[src/rtl/multicycle_sequencer.sv]
// multicycle_sequencer
// Multi-cycle control sequencer for the RISC core. Each instruction walks
// FETCH -> DECODE -> EXEC -> (MEM) -> (WB). The sequencer drives the memory
// handshakes, register-file write enable, PC update and retire counter.
//
// Ports:
//   clk, rst            clock, synchronous active-high reset
//   run                 allow fetching of new instructions
//   imem_ready          instruction word valid this cycle
//   dmem_ready          data access complete this cycle
//   dec_*               per-instruction control bits from the decoder
//   br_taken            branch condition, valid in EXEC
//   imem_req, ir_load   instruction fetch request / IR load strobe
//   dmem_req, dmem_we   data memory request / write
//   rf_we               register file write enable
//   pc_we, pc_src       PC update strobe (marks retire) and PC source select
//   state, busy, err    current state, in-flight flag, sticky timeout error
//   instr_count         retired instruction count (wraps)
module multicycle_sequencer #(
  parameter int unsigned MEM_TIMEOUT = 15,
  parameter int unsigned CNT_W       = 32
) (
  input  logic             clk,
  input  logic             rst,
  input  logic             run,
  input  logic             imem_ready,
  input  logic             dmem_ready,
  input  logic             dec_reg_write,
  input  logic             dec_data_read,
  input  logic             dec_data_write,
  input  logic [1:0]       dec_pc_sel,
  input  logic             dec_branch,
  input  logic             br_taken,
  output logic             imem_req,
  output logic             ir_load,
  output logic             dmem_req,
  output logic             dmem_we,
  output logic             rf_we,
  output logic             pc_we,
  output logic [1:0]       pc_src,
  output logic [2:0]       state,
  output logic             busy,
  output logic             err,
  output logic [CNT_W-1:0] instr_count
);

  typedef enum logic [2:0] {
    StIdle   = 3'd0,
    StFetch  = 3'd1,
    StDecode = 3'd2,
    StExec   = 3'd3,
    StMem    = 3'd4,
    StWb     = 3'd5,
    StErr    = 3'd6
  } state_e;

  // The wait counter only ever needs to reach MEM_TIMEOUT-1.
  localparam int unsigned WAIT_W = (MEM_TIMEOUT > 1) ? $clog2(MEM_TIMEOUT) : 1;
  localparam logic [WAIT_W-1:0] WAIT_LAST =
      (MEM_TIMEOUT == 0) ? '0 : WAIT_W'(MEM_TIMEOUT - 1);

  state_e             r_state;
  state_e             w_next;
  logic [CNT_W-1:0]   r_cnt;
  logic [WAIT_W-1:0]  r_wait;
  logic               r_br_taken;
  logic               w_wait_last;
  logic               w_taken;
  logic               w_stall;

  // This request cycle is the last one allowed without ready.
  assign w_wait_last = (MEM_TIMEOUT != 0) && (r_wait == WAIT_LAST);

  // Branches retire in EXEC, so use the live condition there.
  assign w_taken = (r_state == StExec) ? br_taken : r_br_taken;

  assign w_stall = ((r_state == StFetch) && !imem_ready) ||
                   ((r_state == StMem) && !dmem_ready);

  always_comb begin
    w_next   = r_state;
    imem_req = 1'b0;
    ir_load  = 1'b0;
    dmem_req = 1'b0;
    dmem_we  = 1'b0;
    rf_we    = 1'b0;
    pc_we    = 1'b0;
    case (r_state)
      StIdle: begin
        if (run) w_next = StFetch;
      end
      StFetch: begin
        imem_req = 1'b1;
        if (imem_ready) begin
          ir_load = 1'b1;
          w_next  = StDecode;
        end else if (w_wait_last) begin
          w_next = StErr;
        end
      end
      StDecode: w_next = StExec;
      StExec: begin
        if (dec_data_read || dec_data_write) w_next = StMem;
        else if (dec_reg_write)              w_next = StWb;
        else                                 pc_we  = 1'b1;
      end
      StMem: begin
        dmem_req = 1'b1;
        dmem_we  = dec_data_write;
        if (dmem_ready) begin
          // A store retires here even if the load flag is also set.
          if (dec_data_write) pc_we  = 1'b1;
          else                w_next = StWb;
        end else if (w_wait_last) begin
          w_next = StErr;
        end
      end
      StWb: begin
        rf_we = 1'b1;
        pc_we = 1'b1;
      end
      StErr:   w_next = StErr;
      default: w_next = StIdle;
    endcase
    if (pc_we) w_next = run ? StFetch : StIdle;
  end

  always_comb begin
    pc_src = 2'b00;
    if (dec_pc_sel != 2'b00)         pc_src = dec_pc_sel;
    else if (dec_branch && w_taken)  pc_src = 2'b11;
  end

  always_ff @(posedge clk) begin
    if (rst) begin
      r_state    <= StIdle;
      r_cnt      <= '0;
      r_wait     <= '0;
      r_br_taken <= 1'b0;
    end else begin
      r_state <= w_next;
      if (pc_we) r_cnt <= r_cnt + CNT_W'(1);
      if (r_state == StExec) r_br_taken <= br_taken;
      // Anything outside a waiting request cycle clears the counter, so it
      // starts at zero on every entry to FETCH or MEM.
      if (w_stall) r_wait <= r_wait + WAIT_W'(1);
      else         r_wait <= '0;
    end
  end

  assign state       = r_state;
  assign busy        = (r_state != StIdle) && (r_state != StErr);
  assign err         = (r_state == StErr);
  assign instr_count = r_cnt;

endmodule

[config.mk]
export PLATFORM = sky130hd
export DESIGN_NAME = multicycle_sequencer
export DESIGN_NICKNAME = d
export VERILOG_FILES = /design/src/rtl/multicycle_sequencer.sv
export SDC_FILE = /design/constraint.sdc
export NUM_CORES = 1
export LEC_CHECK = 0
export CORE_MARGIN = 10
export CORE_UTILIZATION = 40
export CTS_CLUSTER_SIZE = 16
export DETAILED_ROUTE_END_ITERATION = 8
export PLACE_DENSITY = 0.69
export SLEW_MARGIN = 20
export SYNTH_ARGS = -nofsm -noshare
export SYNTH_HDL_FRONTEND = slang
export SYNTH_SLANG_ARGS = --single-unit
[constraint.sdc]
create_clock -name clk -period 2.56 [get_ports clk]
set_clock_uncertainty 0.1 [all_clocks]
set_input_delay 0.64 -clock clk [delete_from_list [all_inputs] [get_ports clk]]
set_output_delay 0.64 -clock clk [all_outputs]
set_load 0.005 [all_outputs]
==> key figures <==
Global route
  • Number of global-route vias before repair: 2138
  • Met1 Track Usage GR: 0.1617
  • Initial antenna violation count: 0
  • Largest net degree at the start of global routing: 45
  • Total GRT Usage: 0.1353
  • Met2 GRT Util: 0.2214
  • Global-route wire length before repair: 10050 um
  • GR Overflow Total: 0
  • Gr busiest metal: met2
  • GR Layer Usage met3: 0.03251

Routing
  • Detailed Route WL: 5906 um
  • Final ANT Viol Nets: 0
  • Vias/cell: 5.496
  • Drc violations: 0
  • Wire per inst: 14.80 um
  • Initial drt markers: 109
  • DR pass1 iterations: 4
  • Detailed-route via count: 2193

Synthesis
  • FF+latch count, synth: 40
  • Top cells by area, synth: dfxtp_1 (36%), mux2_2 (8.0%), nor2_1 (4.7%), or4_1 (4.7%), nor2b_1 (4.5%)
  • Yosys top cell area share: 0.3571
  • Count of different cell masters after synthesis: 45
  • Number of synthesized flops with an enable pin: 0
  • Sequential cell area fraction in the yosys report: 0.3571
  • Commonest cells in the netlist: dfxtp_1 (40), nor2_1 (28), a21oi_1 (17)
  • Netlist Area Pre-Place: 0.002242 mm^2
  • Synth Flop Type: dfxtp_1
  • Async set-reset flop share out of synthesis: 0
  • Most common cell in the netlist: dfxtp_1
  • Syn Inst Count: 270
  • Mapped Nets: 285
  • Post-synth top area cell: dfxtp_1
  • Mean post-synth cell area: 8.304 um^2
  • Yosys Warn Count: 0

Setup path
  • FF-to-FF End: instr_count[27]
  • Crit path to: imem_req
  • FF-to-FF Start: instr_count[4]
  • WP data required: 1.82 ns
  • CP Launch Type: flop
  • Crit path kind: reg -> out
  • CP Launch Point: state[2]
  • Path depth of the worst reg2reg path: 4
  • CP Capture Type: output pin
  • Worst-path fanout max: 11
  • Arr. time, crit path: 1.77 ns
  • FF-to-FF setup slack: 0.16 ns

Run status
  • Status: complete, no violations

STA
  • Final count of negative-setup-slack endpoints: 0
  • Hold Slack: 0.3726 ns
  • Tightest Pin Transition: 0.6975 ns
  • Fmax: 398.5 MHz
  • Minimum clock period: 2.509 ns
  • Final hold viol count: 0
  • Slew headroom: 0.5350
  • Slew Viols, Final: 0
  • Final period util: 0.9802

Hold path
  • Hold Crit Class: reg -> reg

CTS
  • Clk sinks: 40
  • Clk buf depth: 2
  • Worst-Skew Late Latency: 0.30 ns
  • Post-CTS Setup Bufs: 0
  • Clock-pin slew on the worst setup and hold paths: 0.08 ns
  • Clock Tree Root: clkbuf_8
  • Hold buffers post-CTS: 0
  • CTS Buf Count: 5
  • CTS HTree Levels: 2
  • TritonCTS clock tree: yes

Final layout
  • Nets@finish: 341
  • Layout cells sized above 1: 0.1957
  • Footprint of the multi-input gates: 0.001398 mm^2
  • N_diodes: 0
  • Core occupancy in the finished layout: 0.5670
  • Area grow syn2layout: 38.39%
  • Filler Cell Count: 521
  • Register area: 807.0 um^2

Floorplan
  • Die area: 0.009000 mm^2
  • Row count: 27
  • I/O Pins: 57
  • Die width: 94.87 um
  • Initial Utilization: 0.4097
  • Die Height: 94.87 um
  • CORE AREA: 0.005473 mm^2

Place
  • Detailed Place HPWL: 4216 um
  • Gpl congestion: 0.7848
  • Port Buffer Count: 56

Job
  • # Max-Cap Violations: 0

Pwr
  • Share of total power in the clock network: 0.399
  • Peak supply drop: 241.9 uV
  • Power Dens Cells: 422.4 mW/mm^2
  • Int Pwr: 997.0 uW
  • Logic pwr share: 0.110
  • Lkg Pwr: 0.001100 uW
  • Switch Pwr: 313.6 uW
  • Sw frac: 0.2393
  • Flop pwr share: 0.490
[per-layer routing]
| layer | vias up | part of all wire |
|---|---|---|
| met2 | 43 | 0.49 |
| met3 | 8 | 0.057 |
| met5 | - | 0 |
| met4 | 0 | 0.018 |
| li1 | 1109 | - |
| met1 | 1033 | 0.44 |
[area by class of cell]
cell class / instances / area share
Clock buffer: 5 / 0.02218
Clock inverter: 3 / 0.01371
Timing Repair Buffer: 70 / 0.2157
Inverter: 7 / 0.008871
Tap cell: 72 / 0.02903
Sequential cell: 40 / 0.2601
Multi-Input combinational cell: 202 / 0.4504
[worst max-delay path, cell delays in order, from the launching register on]
cell,delay (ns)
dfxtp_2,0.38
or3b_2,0.53
inv_1,0.07
clkdlybuf4s50_1,0.49
[power by group through the flow]
stage          logic [uW]  registers (uW)  clock network [uW]
2_1_floorplan        73.3             651                   0
3_3_place_gp          144             656                   0
3_5_place_dp          145             656                   0
4_1_cts               145             642                 538
5_1_grt               161             645                 559
6_report              144             643                 523
[cells by family (layout without fill, tap and decap cells)]
family                   count (synthesis)  count (layout)  synth area share
AND/OR/NAND/NOR                        136             136            0.3521
AO/OA/AOI/OAI                           42              42            0.1200
flip-flops                              40              40            0.3571
buffers and inverters                   28              85           0.05301
multiplexers                            18              18           0.08928
adder cells (fa/ha/maj)                  3               3           0.01674
XOR/XNOR                                 3               3           0.01172
[layout by cell type, fill, tap and decap left out, drive strengths merged, types with 5 or more instances in the layout]
cell type and instances:
o31ai 11, and3 5, inv 6, nor2 28
buf 16, mux2 16, clkbuf 5, clkdlybuf4s50 48
nand4 12, nor2b 16, dfxtp 40, a21oi 17
nand3 10, nor4 14, nand2 13, or4 15
[flip-flops by register name, summed over array words and instances, names as in the netlist]
| register | count |
|---|---|
| instr_count | 32 |
| r_wait | 4 |
| state | 3 |
| r_br_taken | 1 |
[through the flow]
stage	cells	power [uW]	setup TNS (ns)	area (um^2)	worst slack (ns)
after CTS	399	1325	-0.6762	3038	-0.06172
after floorplan	270	723.9	0	2242	0.2152
after global routing	399	1366	-0.004336	3103	-0.004336
after detailed placement	391	801.1	-8.214	2900	-0.4147
after global placement	391	800.0	-7.409	2900	-0.4031
final	399	1311	0	3103	0.05063
[repair_timing]
action | in CTS | in global routing
setup endpoints to repair | 9 | 29
pin swaps | 1 | 1
gates resized for setup | 15 | 15
[how the worst min path moves through the flow]
stage / from / to / depth (start not counted)
6_report: r_wait[0] / r_wait[0] / 1
5_1_grt: r_wait[0] / r_wait[0] / 1
4_1_cts: r_wait[0] / r_wait[0] / 1
3_5_place_dp: r_wait[0] / r_wait[0] / 1
3_3_place_gp: r_wait[0] / r_wait[0] / 1
2_1_floorplan: r_wait[0] / r_wait[0] / 1
Note: power is estimated with default switching activity, not from simulation.
